**config.mk**
```make
export PLATFORM = sky130hd
export DESIGN_NAME = spy_bus_ctl
export DESIGN_NICKNAME = d
export VERILOG_FILES = /design/src/rtl/spy_bus_ctl.sv
export SDC_FILE = /design/constraint.sdc
export NUM_CORES = 1
export LEC_CHECK = 0
export CORE_UTILIZATION = 38
export DETAILED_ROUTE_END_ITERATION = 7
export GPL_TIMING_DRIVEN = 0
export PLACE_DENSITY_LB_ADDON = 0.05
export RECOVER_POWER = 50
export SYNTH_ARGS = -nofsm -noshare
export SYNTH_HDL_FRONTEND = slang
export SYNTH_SLANG_ARGS = --single-unit
```
**constraint.sdc**
```tcl
create_clock -name clk -period 2.1 [get_ports clk]
set_input_delay 0.21 -clock clk [delete_from_list [all_inputs] [get_ports clk]]
set_output_delay 0.21 -clock clk [all_outputs]
set_load 0.01 [all_outputs]
```
**src/rtl/spy_bus_ctl.sv**
```systemverilog
// Spy-bus access sequencer: runs a single host read or write through the
// SETUP, STROBE and ACK phases and drives the spy mux and load strobes.
module spy_bus_ctl #(
    parameter int STROBE_CYCLES = 2
) (
    input  logic        clk,
    input  logic        reset,
    input  logic        req,
    input  logic        we,
    input  logic [4:0]  addr,
    input  logic [15:0] wdata,
    input  logic [15:0] spy_in,
    output logic        busy,
    output logic        ack,
    output logic [15:0] rdata,
    output logic [31:0] spy_sel,
    output logic        dbread,
    output logic        dbwrite,
    output logic [5:0]  ld,
    output logic [15:0] spy_wdata
);

    typedef enum logic [1:0] {IDLE, SETUP, STROBE, ACK} state_t;

    state_t      state, state_nxt;
    logic [2:0]  cnt, cnt_nxt;
    logic        we_q;
    logic [4:0]  addr_q;
    logic [15:0] wdata_q;
    logic [15:0] rdata_q;
    logic        rd_valid;

    function automatic logic [5:0] ld_decode(input logic [4:0] a);
        case (a)
            5'h00:   ld_decode = 6'b000001;
            5'h01:   ld_decode = 6'b000010;
            5'h02:   ld_decode = 6'b000100;
            5'h03:   ld_decode = 6'b001000;
            5'h08:   ld_decode = 6'b010000;
            5'h09:   ld_decode = 6'b100000;
            default: ld_decode = 6'b000000;
        endcase
    endfunction

    // Only addresses 0x00..0x17 have a source on the spy mux.
    assign rd_valid = (addr_q[4:3] != 2'b11);

    always_ff @(posedge clk) begin
        if (reset) begin
            state   <= IDLE;
            cnt     <= 3'd0;
            we_q    <= 1'b0;
            addr_q  <= 5'd0;
            wdata_q <= 16'd0;
            rdata_q <= 16'd0;
        end else begin
            state <= state_nxt;
            cnt   <= cnt_nxt;
            if (state == IDLE && req) begin
                we_q   <= we;
                addr_q <= addr;
                if (we)
                    wdata_q <= wdata;
            end
            // Capture on the last strobe edge, after spy_in has settled.
            if (state == STROBE && cnt == 3'd1 && !we_q)
                rdata_q <= rd_valid ? spy_in : 16'hFFFF;
        end
    end

    always_comb begin
        state_nxt = state;
        cnt_nxt   = cnt;
        busy      = 1'b1;
        ack       = 1'b0;
        spy_sel   = 32'd0;
        dbread    = 1'b0;
        dbwrite   = 1'b0;
        ld        = 6'd0;
        case (state)
            IDLE: begin
                busy = 1'b0;
                if (req)
                    state_nxt = SETUP;
            end
            SETUP: begin
                if (!we_q && rd_valid)
                    spy_sel = 32'd1 << addr_q;
                state_nxt = STROBE;
                cnt_nxt   = 3'(STROBE_CYCLES);
            end
            STROBE: begin
                if (!we_q && rd_valid)
                    spy_sel = 32'd1 << addr_q;
                dbread  = !we_q && rd_valid;
                dbwrite = we_q;
                ld      = we_q ? ld_decode(addr_q) : 6'd0;
                if (cnt <= 3'd1) begin
                    state_nxt = ACK;
                    cnt_nxt   = 3'd0;
                end else begin
                    cnt_nxt = cnt - 3'd1;
                end
            end
            ACK: begin
                ack       = 1'b1;
                state_nxt = IDLE;
            end
            default: begin
                busy      = 1'b0;
                state_nxt = IDLE;
            end
        endcase
    end

    assign rdata     = rdata_q;
    assign spy_wdata = wdata_q;

endmodule
```
==> metrics.yaml <==
outcome:
  result_of_the_run: "finished, violations left"
  failed_checks: "setup timing"
grt:
  grt_max_degree: 14
  grt_util_all_layers_pct: 19.6
  wire_length_of_the_first_global_routing_pass_mm: 8.40
  number_of_antenna_violations_at_the_first_check_in_global_routing: 0
  grt_pass1_vias: 1836
  grt_overflow: 0
synth:
  postSynth.asyncResetShare_pct: 0
  synth_warnings: 0
  synth-seq-cells: 43
  post_synth_main_area_contributors: "dfxtp_1, nand2_1, a21oi_1, nor2_1, o221a_1"
  syn-instance-count: 237
  register_area_share_after_synthesis_pct: 43.1
  post-synth-top-area-cell: "dfxtp_1"
  post_synth.cell_area_avg_sq_um: 8.43
  synth_commonest_cells: "dfxtp_1, nand2_1, nor2_1"
  synth_enable_flop_cells: 0
  synthDistinctLibCells: 40
  netlist_area_sq_um: 2000
  synth_ff_type: "dfxtp_1"
  synth_top_area_share_pct: 43.1
cells_and_area:
  area_growth_pct: 67.3
  antennaDiodeCount: 0
  drive_gt1_share_pct: 22.6
  final_core_utilization_pct: 65.9
  count_of_filler_cells_inserted_in_the_layout: 459
  fin_nets: 414
  total_area_of_multi_input_combinational_cells_sq_um: 1060
  seqCellArea_sq_um: 866
sta:
  grt_setup_unrepaired: "true"
  transition_time_at_the_pin_with_the_least_slew_margin_ps: 506
  worst_setup_margin_ps: -42.8
  max_freq_mhz: 467
  slew_headroom_pct: 66.3
  finalMaxSlewViolations: 0
  timing.clock.skew_ps: 6.89
  accumulated_negative_setup_slack_ps: -77.0
  report.final.hold_viol_count: 0
  setup_viol: 3
  finalWorstPathRequiredPeriod_ps: 2140
  period_utilization_pct: 102
placed_design:
  pre_cts_slack_ps: -322
  place.port_buffers: 104
  dp.final_hpwl_mm: 3.79
  gp_congestion: 0.749
floorplan:
  die_y_um: 74.5
  starting_utilization_of_the_core_area_pct: 39.4
  std_cell_rows: 26
  design.die.area_sq_um: 5550
  dieWidth_um: 74.5
  pin_count: 115
  area_of_the_core_sq_um: 5070
worst_hold_path:
  min_path_type: "input pin to flip-flop"
clock_tree:
  cts_root_buf: "clkbuf_8"
  cts_num_sinks: 43
  cts_buffers: 5
  holdBufCountCts: 0
  insertion_delay_ps: 290
  clock_tree.htree_level_count: 2
  maximum_clock_path_buffer_count: 2
  tritoncts: "built"
  clk_pin_slew_ps: 80
critical_path:
  path_max_fanout: 4
  critical_setup_path_kind: "flip-flop to output pin"
  cpPeakStageDelay_ps: 540
  timing.reg2reg.worst_path_depth: 7
  cp-startpoint: "state[1]"
  timing.critical_path.to: "spy_sel[16]"
  cp_slowest_cell: "or4b_4"
  regToRegEndpoint: "rdata[6]"
  r2r-start: "state[1]"
  r2r_setup_slack_ps: 160
  critical_path_required_ps: 1890
  cp_top_family: "simple AND/OR/NAND/NOR gates"
  worst-endpoint-arrival_ps: 1930
  critical_path_cell_count: 7
  cp_num_buf_inv: 4
  path_common_cell: "inv_4"
  setup.worst_path.end_class: "output pin"
  worstSetupStartpointType: "flip-flop"
  timing.critical_path.cells: "inv_4, ha_4, inv_4, or4b_4, buf_6, nor2_1, buf_2"
flow_run:
  maxCapViolCount: 0
power_and_ir_drop:
  switching_power_w: 0.000957
  share_comb_of_total_power_pct: 43.8
  p_seq_share_pct: 33.7
  power_leakage_nw: 1.48
  p_int_w: 0.00196
  ir_drop_worst_case_vdd_mv: 0.518
  cellPowerDensity_nw_per_um2: 873
  share_clk_of_total_power_pct: 22.6
  swShare_pct: 32.8
route:
  drt.antenna.violating_nets: 0
  wl_mm: 5.49
  route.vias.total: 2072
  detail_route.drc_violations: 0
  number_of_violations_reported_at_the_end_of_detailed_routing_iteration_0: 64
  post_drt_via_cell_ratio: 4.73
  detail_route.first_pass.iterations: 4
  avgRoutedWirePerCell_um: 12.5
layout make-up:
class	instances	area share [%]
timing repair buffer	117	31.3
clock inverter	2	1.05
multi-input combinational	170	31.7
tap	70	2.62
sequential	43	25.9
clock buffer	6	2.47
buffer	22	3.89
inverter	8	1.12
worst min-delay path by stage:
stage	from	to	slack, ps	cells after the start
after floorplan	wdata[0]	spy_wdata[0]	350	2
after detailed placement	spy_wdata[0]	spy_wdata[0]	450	2
final	reset	spy_wdata[14]	210	2
after global routing	reset	spy_wdata[14]	220	2
after CTS	reset	addr_q[0]	210	2
after global placement	spy_wdata[6]	spy_wdata[6]	440	2
power by group through the flow:
stage | Clock, W | Combinational, W | Sequential (W)
global route | 0.000715 | 0.00140 | 0.000996
detailed placement | 0 | 0.000969 | 0.000983
global placement | 0 | 0.000951 | 0.000980
finish | 0.000658 | 0.00128 | 0.000982
floorplan | 0 | 0.000565 | 0.000988
CTS | 0.000678 | 0.00119 | 0.000981
registers in the layout, summed over array words and instances, names as in the netlist:
| signal | flops |
|---|---|
| rdata | 16 |
| spy_wdata | 16 |
| addr_q | 5 |
| cnt | 3 |
| state | 2 |
| we_q | 1 |
layout by cell type (no fill, tap or decap), types with 2 or more instances in the layout:
cell type | synthesis | routed
nand2_1 | 43 | 43
clkdlybuf4s50_1 | 0 | 42
dfxtp_1 | 43 | 41
dlygate4sd3_1 | 0 | 32
nor2_1 | 30 | 28
a21oi_1 | 24 | 24
buf_4 | 8 | 20
clkbuf_2 | 0 | 14
buf_2 | 7 | 12
o221a_1 | 10 | 10
conb_1 | 1 | 8
dlygate4sd2_1 | 0 | 8
nand3_1 | 7 | 6
o221a_2 | 6 | 6
clkbuf_8 | 0 | 6
clkbuf_1 | 6 | 5
inv_1 | 6 | 4
ha_1 | 6 | 4
inv_4 | 0 | 3
clkdlybuf4s15_1 | 0 | 3
nand3b_1 | 2 | 2
nand2b_2 | 0 | 2
or3_1 | 4 | 2
or3_4 | 0 | 2
nor2b_1 | 2 | 2
nand4b_1 | 2 | 2
nor2_2 | 0 | 2
nor4_2 | 1 | 2
and2_1 | 3 | 2
a221oi_1 | 2 | 2
buf_6 | 2 | 2
ha_4 | 0 | 2
routing by layer:
metal | vias to the layer above | share of wire, % | global-route usage (%) | wire, um
li1 | 1059 | - | - | -
met1 | 944 | 42 | 23.5 | 2300
met2 | 64 | 50 | 33.7 | 2720
met3 | 5 | 7.6 | 5.96 | 416
met5 | - | 0 | 0 | 0
met4 | 0 | 0.89 | 5.45 | 49
through the flow:
step / instance area [sq um] / instances / total power [W] / hold slack [ps]
after floorplan: 2020 / 244 / 0.00155 / 346
after global placement: 3150 / 418 / 0.00193 / 441
after detailed placement: 3150 / 418 / 0.00195 / 446
after CTS: 3360 / 435 / 0.00285 / 211
after global routing: 3340 / 438 / 0.00311 / 225
final: 3340 / 438 / 0.00292 / 214
cells by family (layout without fill, tap and decap cells):
logic type	after synthesis	count (layout)	synth area share [%]
buf+inv	31	155	8.52
flops	43	43	43.1
simple gates	108	108	26.1
compound gates	47	47	17.8
other cells	1	8	0.188
mux	1	1	0.501
fa+ha+maj	6	6	3.76
what timing repair did:
item                                    CTS  global route
pin swaps                                 4             5
endpoints found under the setup margin   30            19
buffers inserted                         10             4
hold endpoints to repair                  0             0
gates resized for setup                  72            32
Note: power is estimated with default switching activity, not from simulation.
